**src/rtl/dcache_write_buffer_pkg.sv**
```systemverilog
// dcache_write_buffer_pkg: shared sizes and drain FSM state codes for the D-cache write-back buffer.
package dcache_write_buffer_pkg;
   localparam int WB_DEPTH = 4;
   localparam int PADDR_W  = 20;
   localparam int LINE_W   = 128;
   typedef enum logic [1:0] {
      WB_IDLE  = 2'd0,
      WB_REQ   = 2'd1,
      WB_WRITE = 2'd2
   } wb_state_e;
endpackage

```
**src/rtl/dcache_write_buffer_lookup_cam.sv**
```systemverilog
// wb_lookup_cam: associative address match over buffered lines, youngest match wins.
module wb_lookup_cam #(
   parameter int DEPTH = 4,
   parameter int AW    = 20,
   parameter int DW    = 128
) (
   input  logic [DEPTH-1:0]                 i_valid,
   input  logic [DEPTH-1:0][AW-1:0]         i_addr,
   input  logic [DEPTH-1:0][DW-1:0]         i_data,
   input  logic [$clog2(DEPTH)-1:0]         i_head,
   input  logic [AW-1:0]                    i_lookup_addr,
   output logic                             o_hit,
   output logic [DW-1:0]                    o_data
);
   localparam int PW = $clog2(DEPTH);
   logic [PW-1:0] w_idx;
   // Walk from oldest (head) to youngest so the last match overrides earlier ones.
   always_comb begin
      o_hit  = 1'b0;
      o_data = '0;
      w_idx  = i_head;
      for (int k = 0; k < DEPTH; k++) begin
         w_idx = i_head + PW'(k);
         if (i_valid[w_idx] && i_addr[w_idx] == i_lookup_addr) begin
            o_hit  = 1'b1;
            o_data = i_data[w_idx];
         end
      end
   end
endmodule

```
**src/rtl/dcache_write_buffer.sv**
```systemverilog
// dcache_write_buffer: FIFO of dirty victim lines drained to memory via req/grant/ack,
// with refill forwarding from buffered lines.
module dcache_write_buffer
   import dcache_write_buffer_pkg::*;
#(
   parameter int DEPTH = WB_DEPTH,
   parameter int AW    = PADDR_W,
   parameter int DW    = LINE_W
) (
   input  logic          i_clock,
   input  logic          i_rst,
   input  logic          i_push_valid,
   input  logic [AW-1:0] i_push_addr,
   input  logic [DW-1:0] i_push_data,
   output logic          o_push_ready,
   output logic          o_wb_full_stall,
   input  logic [AW-1:0] i_lookup_addr,
   output logic          o_lookup_hit,
   output logic [DW-1:0] o_lookup_data,
   output logic          o_mem_req,
   input  logic          i_mem_grant,
   output logic          o_mem_we,
   output logic [AW-1:0] o_mem_addr,
   output logic [DW-1:0] o_mem_wdata,
   input  logic          i_mem_ack,
   output logic          o_empty,
   output logic          o_full
);
   localparam int PW = $clog2(DEPTH);
   wb_state_e                r_state, w_state_nxt;
   logic [DEPTH-1:0]         r_valid;
   logic [DEPTH-1:0][AW-1:0] r_addr;
   logic [DEPTH-1:0][DW-1:0] r_data;
   logic [PW-1:0]            r_head, r_tail;
   logic [PW:0]              r_count;
   logic                     w_push, w_pop;
   assign o_full          = r_count == (PW+1)'(DEPTH);
   assign o_empty         = r_count == '0;
   assign o_push_ready    = !o_full;
   assign o_wb_full_stall = i_push_valid & o_full;
   // Push is gated by the pre-pop count, so a full buffer refuses even while popping.
   assign w_push          = i_push_valid & !o_full;
   assign w_pop           = (r_state == WB_WRITE) & i_mem_ack;
   assign o_mem_req       = r_state != WB_IDLE;
   assign o_mem_we        = r_state == WB_WRITE;
   assign o_mem_addr      = r_addr[r_head];
   assign o_mem_wdata     = r_data[r_head];
   always_comb begin
      w_state_nxt = WB_IDLE;
      case (r_state)
         WB_IDLE:  w_state_nxt = o_empty ? WB_IDLE : WB_REQ;
         WB_REQ:   w_state_nxt = i_mem_grant ? WB_WRITE : WB_REQ;
         WB_WRITE: w_state_nxt = i_mem_ack ? WB_IDLE : WB_WRITE;
         default:  w_state_nxt = WB_IDLE;
      endcase
   end
   always_ff @(posedge i_clock) begin
      if (i_rst) begin
         r_state <= WB_IDLE;
         r_valid <= '0;
         r_head  <= '0;
         r_tail  <= '0;
         r_count <= '0;
      end else begin
         r_state <= w_state_nxt;
         if (w_push) begin
            r_valid[r_tail] <= 1'b1;
            r_tail          <= r_tail + PW'(1);
         end
         if (w_pop) begin
            r_valid[r_head] <= 1'b0;
            r_head          <= r_head + PW'(1);
         end
         r_count <= r_count + (PW+1)'(w_push) - (PW+1)'(w_pop);
      end
   end
   always_ff @(posedge i_clock) begin
      if (w_push) begin
         r_addr[r_tail] <= i_push_addr;
         r_data[r_tail] <= i_push_data;
      end
   end
   wb_lookup_cam #(.DEPTH(DEPTH), .AW(AW), .DW(DW)) u_cam (
      .i_valid      (r_valid),
      .i_addr       (r_addr),
      .i_data       (r_data),
      .i_head       (r_head),
      .i_lookup_addr(i_lookup_addr),
      .o_hit        (o_lookup_hit),
      .o_data       (o_lookup_data)
   );
endmodule
```
**config.mk**
```make
export PLATFORM = sky130hd
export DESIGN_NAME = dcache_write_buffer
export DESIGN_NICKNAME = d
export VERILOG_FILES = /design/src/rtl/dcache_write_buffer_pkg.sv /design/src/rtl/dcache_write_buffer_lookup_cam.sv /design/src/rtl/dcache_write_buffer.sv
export SDC_FILE = /design/constraint.sdc
export NUM_CORES = 1
export LEC_CHECK = 0
export ABC_CLOCK_PERIOD_IN_PS = 18560
export CELL_PAD_IN_SITES_DETAIL_PLACEMENT = 0
export CELL_PAD_IN_SITES_GLOBAL_PLACEMENT = 1
export CORE_UTILIZATION = 49
export DETAILED_ROUTE_END_ITERATION = 16
export GPL_ROUTABILITY_DRIVEN = 0
export MAX_ROUTING_LAYER = met4
export PLACE_DENSITY = 0.87
export SYNTH_ARGS = -nofsm -noshare
export SYNTH_HDL_FRONTEND = slang
export SYNTH_SLANG_ARGS = --single-unit
```
**constraint.sdc**
```tcl
create_clock -name i_clock -period 18.56 [get_ports i_clock]
set_input_delay 4.64 -clock i_clock [delete_from_list [all_inputs] [get_ports i_clock]]
set_output_delay 4.64 -clock i_clock [all_outputs]
set_load 0.02 [all_outputs]
```
* Yosys cells after proc, flatten, opt, wreduce, memory -nomap -nowiden
Cells that the tools add are included.
** Word-level totals
- Flip-flop bits (word level) :: 605
- Bits in latches :: 0
- Memory bits (writable) :: 0
- ROM bits :: 0
- Memories :: 0
** Cells by class
- $add $sub $neg :: 6
- $mul :: 0
- Div/mod/pow operators :: 0
- $lt $le $gt $ge :: 7
- Eq/ne operators :: 7
- Shift-type cells :: 0
- Mux-type cells :: 49
- Bitwise operators :: 6
- Reductions and logical operators :: 10
** Operator list (count)
- two-way mux 128 bit :: 9
- binary-select mux 128 bit (select 2 bit) :: 4
- bitwise mux 512 bit :: 1
- demux 128 bit (select 2 bit) :: 1
- binary-select mux 20 bit (select 2 bit) :: 4
- two-way mux 20 bit :: 5
- bitwise mux 80 bit :: 1
- == test 20 bit :: 4
- demux 20 bit (select 2 bit) :: 1
- less-than comparator 2 x 3 -> 1 bit, second input constant :: 5
- two-way mux 4 bit :: 3
- two-way mux 1 bit :: 11
- binary-select mux 1 bit (select 2 bit) :: 4
- logical AND 1 bit :: 6
- one-hot mux 2 bit (3 select lines) :: 1
- adder 2 x 1 -> 2 bit, second input constant :: 2
- adder 2 bit, second input constant :: 2
- bitwise AND 4 bit :: 1
- demux 1 bit (select 2 bit) :: 2
- >= comparator 2 x 1 -> 1 bit, second input constant :: 2
- two-way mux 2 bit :: 2
- NOT 4 bit :: 1
- OR 4 bit :: 1
- adder 3 x 1 -> 3 bit :: 1
- other kinds (9) :: 11

* Logic depth before layout (Yosys ltp)
- Depth after elaboration :: 9
- Depth in mapped cells :: 24

* Hierarchy
From an unflattened synthesis, not the netlist that was laid out.
** Second synthesis, totals
- Cell total of the unflattened synthesis :: 2890
- Area total of the unflattened synthesis :: 38603.3 µm²
** Modules (own cells, without submodules)
- dcache_write_buffer :: times used 1, cells each 850, area an instance 22014.9 µm², seq. area each 18037.3 µm²
- wb_lookup_cam :: times used 1, cells each 2040, area an instance 16588.4 µm², seq. area each 0.0 µm²

* Worst setup path before layout
Ideal clock, no wire load.
- Kind :: input-to-output
- From :: input i_lookup_addr[7]
- To :: output o_lookup_data[100]
- Data arrival time :: 7154 ps
- Required time :: 13920 ps
- Setup slack :: 6766 ps
- Stages on the path :: 11
- Path buffers :: 4
- Path through :: clkbuf_1 -> o22ai_1 -> a2111oi_2 -> nor2_1 -> or4_1 -> clkbuf_1 -> buf_2 -> buf_2 -> o31ai_1 -> nand2b_1 -> a32oi_1
** Between the ends
- Word-level cells in the longest chain between the ends :: 6
- Elaborated cells on any way between the ends :: 12
** RTL lines
- start, declared :: line dcache_write_buffer.sv:17 : input logic [AW-1:0] i_lookup_addr,
- == test 20 bit :: line dcache_write_buffer_lookup_cam.sv:24 : if (i_valid[w_idx] && i_addr[w_idx] == i_lookup_addr) begin
- logical AND 1 bit :: line dcache_write_buffer_lookup_cam.sv:24
- two-way mux 128 bit (3 in a row) :: line dcache_write_buffer_lookup_cam.sv:24
- two-way mux 128 bit (*) :: line dcache_write_buffer_lookup_cam.sv:24
- end, declared :: line dcache_write_buffer.sv:19 : output logic [DW-1:0] o_lookup_data,
Mark *: on every way between the ends. The rest lies on a longest branch, timed or not.

* Final worst setup path
- From :: input i_lookup_addr[12]
- To :: output o_lookup_data[63]
The elaborated chain is that of the path after synthesis.

==> impl_metrics.yaml <==
run_status:
  status: "finished clean"
yosys:
  ys_seq_area_share_pct: 44.8
  synth_area_leaders: "edfxtp_1 (44%), mux2i_1 (8.3%), mux2_2 (7.2%), a21oi_1 (5.0%), o21ai_0 (3.3%)"
  synth_xor_xnor_area_share_pct: 1.83
  synth-simple-area-share_pct: 13.1
  ys_seq_elements: 605
  synth_top_area_share_pct: 44.2
  yosys.area_share.adder_pct: 0.361
  syn_area_um2: 40300
  synth_edf_count: 592
  synth.avg_cell_area_um2: 10.2
  ys_async_sr_fraction_pct: 0
  synth_top_area_cell: "edfxtp_1"
  synth_top_family_by_area: "multiplexers"
  ys.flop_type: "edfxtp_1"
  synthMuxAreaShare_pct: 17.4
  syn_inst: 3939
  synth_cell_type_count: 62
  syn_nets: 4123
  yosysWarnings: 0
  synth_compound_area_share_pct: 16.8
clock_network:
  cts_tree: "done"
  insertion_delay_ns: 0.62
  cts_resized: 0
  path_clk_slew_ns: 0.06
  cts_setup_buffers: 0
  clockBufferDepth: 3
  h-tree-depth: 3
  hold_buffers: 0
  clock-sinks: 605
  clockRootBuffer: "clkbuf_16"
  numCtsBuffers: 70
final_layout:
  design_area_um2: 47200
  drive_above_1_share_pct: 13.6
  final_cell_mix: "edfxtp_1 (592), clkdlybuf4s50_1 (455), a21oi_1 (400), mux2i_1 (335), nor2_1 (282)"
  synthToLayoutAreaGrowth_pct: 17.3
  final_common_cell: "edfxtp_1"
  nets: 4307
  fill_cells: 6819
pwr:
  p_sw_mw: 1.25
  ir_drop_uv: 72.7
  clock_power_share_pct: 33.1
  combinationalPowerShare_pct: 24.6
  swShare_pct: 30.5
  intPower_mw: 2.84
  p_leak_nw: 13.7
  total_power_mw: 4.08
  powerDensity_nw_per_um2: 86.5
  pwr-share-seq_pct: 42.3
timing:
  setup_tns_ns: 0
  rsz0062_at_grt: "no"
  timing.final.ws_setup_ns: 3.78
  setup_violations: 0
  fin_skew_ns: 0.0325
  timing.hold.ws_ns: 0.486
  finalCritPeriodShare_pct: 79.6
  period_needed_ns: 14.78
  worstMarginPinSlew_ns: 1.23
  hold_viol: 0
  finalMaxSlewViolations: 0
  fmax_mhz: 67.7
  max_slew_margin_pct: 18.2
critical_path:
  r2r-end: "r_head[1]$_SDFFE_PP0P_"
  critPathLaunch: "i_lookup_addr[12]"
  r2r-start: "r_head[0]$_SDFFE_PP0P_"
  start_kind: "input port"
  r2r_cells: 5
  crit_type: "in -> out"
  cp.arrival_ns: 10.14
  critPathMaxFanout: 70
  end_kind: "primary output"
  rrSetupSlack_ns: 15.23
  cp-endpoint: "o_lookup_data[63]"
  cp.required_ns: 13.92
grt:
  grt_pass1_vias: 32800
  grt_util_all_layers_pct: 31.8
  overflow: 0
  grt_max_degree: 193
  antenna_found_initial: 16
  grt_pass1_wl_um: 197000
detailed_routing:
  avgRoutedWirePerCell_um: 25.3
  detail-route-antenna-nets: 0
  drc: 0
  drt_iter0_markers: 3149
  wirelength_um: 133000
  num_vias: 34000
  first_pass_iters: 7
  vias_per_cell: 6.46
floorplan:
  dieArea_um2: 83300
  ios: 456
  rows: 104
  initial_utilization_pct: 49.7
  fp.dieH_um: 289
  core_region_area_um2: 80900
  die_x_um: 289
placement:
  dp_slack_ns: 3.85
  dpl.hpwl_um: 75300
  portBuffers: 455
  dpl_cell_area_um2: 45000
worst_hold_path:
  hold_path.class: "reg -> reg"
run:
  cap_violations: 0
[worst max-delay path: stages]
cell	delay (ns)
clkdlybuf4s50_1	0.66
xor2_1	0.26
o221ai_1	0.19
o21ai_0	0.26
nor2_4	0.77
buf_4	0.78
nand3_4	0.10
buf_4	0.48
buf_4	0.56
nor2_1	0.21
a21oi_1	0.05
a32oi_1	0.39
clkdlybuf4s50_1	0.68
[flip-flops by register name (all words and copies together), names as in the netlist]
name	count
r_valid	4
r_data	512
r_head	2
r_tail	2
r_count	3
r_state	2
r_addr	80
[cells by family (layout without fill, tap and decap cells)]
| family | after synthesis | after routing |
|---|---|---|
| fa+ha+maj | 11 | 11 |
| xor+xnor | 84 | 84 |
| flops | 605 | 605 |
| mux | 627 | 627 |
| buf+inv | 532 | 769 |
| compound gates | 1098 | 1098 |
| simple gates | 982 | 982 |
| other cells | 0 | 18 |
[worst min-delay path by stage]
stage	depth (start not counted)	to	start	slack [ns]
after CTS	1	r_state[0]$_SDFF_PP0_	r_state[1]$_SDFF_PP0_	0.48
after floorplan	1	r_state[0]$_SDFF_PP0_	r_state[1]$_SDFF_PP0_	0.42
final	1	r_state[0]$_SDFF_PP0_	r_state[1]$_SDFF_PP0_	0.49
after global placement	1	r_state[0]$_SDFF_PP0_	r_state[1]$_SDFF_PP0_	0.46
after global routing	1	r_state[0]$_SDFF_PP0_	r_state[1]$_SDFF_PP0_	0.51
after detailed placement	1	r_state[0]$_SDFF_PP0_	r_state[1]$_SDFF_PP0_	0.46
[final cells by class]
cell class / instances / area, um^2 / area share (%)
Antenna cell: 18 / 45.0 / 0.0954
Clock buffer: 89 / 1870 / 3.95
Clock inverter: 36 / 345 / 0.731
Inverter: 136 / 518 / 1.10
Multi-Input combinational cell: 2802 / 20100 / 42.5
Sequential cell: 605 / 18000 / 38.2
Tap cell: 1060 / 1330 / 2.81
Timing Repair Buffer: 508 / 4990 / 10.6
[through the flow]
stage / cells / util [%]
6_report: 5254 / 58.3
5_1_grt: 5252 / 58.3
4_1_cts: 5236 / 58.3
3_5_place_dp: 5111 / 55.5
3_3_place_gp: 5111 / 55.5
2_1_floorplan: 3939 / -
[power groups by stage]
| stage | Clock, mW | Sequential (mW) | Combinational [mW] |
|---|---|---|---|
| final | 1.35 | 1.73 | 1.00 |
| after global routing | 1.42 | 1.74 | 1.06 |
| after CTS | 1.37 | 1.73 | 0.996 |
| after detailed placement | 0 | 1.75 | 0.989 |
| after global placement | 0 | 1.74 | 0.986 |
| after floorplan | 0 | 1.75 | 0.614 |
[Yosys cell counts, drive strengths merged (131+ instances only)]
library cell,n
mux2i,336
mux2,259
a21oi,400
nand3,132
nor2,284
nand2,260
inv,136
buf,145
edfxtp,592
nand2b,131
nor4,135
clkbuf,251
o21ai,265
[per-layer routing]
| metal | GRT usage (%) | up-vias | part of all wire (%) |
|---|---|---|---|
| li1 | - | 15300 | - |
| met1 | 39.4 | 16400 | 39 |
| met2 | 50.8 | 1927 | 48 |
| met3 | 5.93 | 292 | 9.6 |
| met4 | 13.7 | 0 | 3.2 |
| met5 | - | - | 0 |
(Power assumes the default switching activity.)
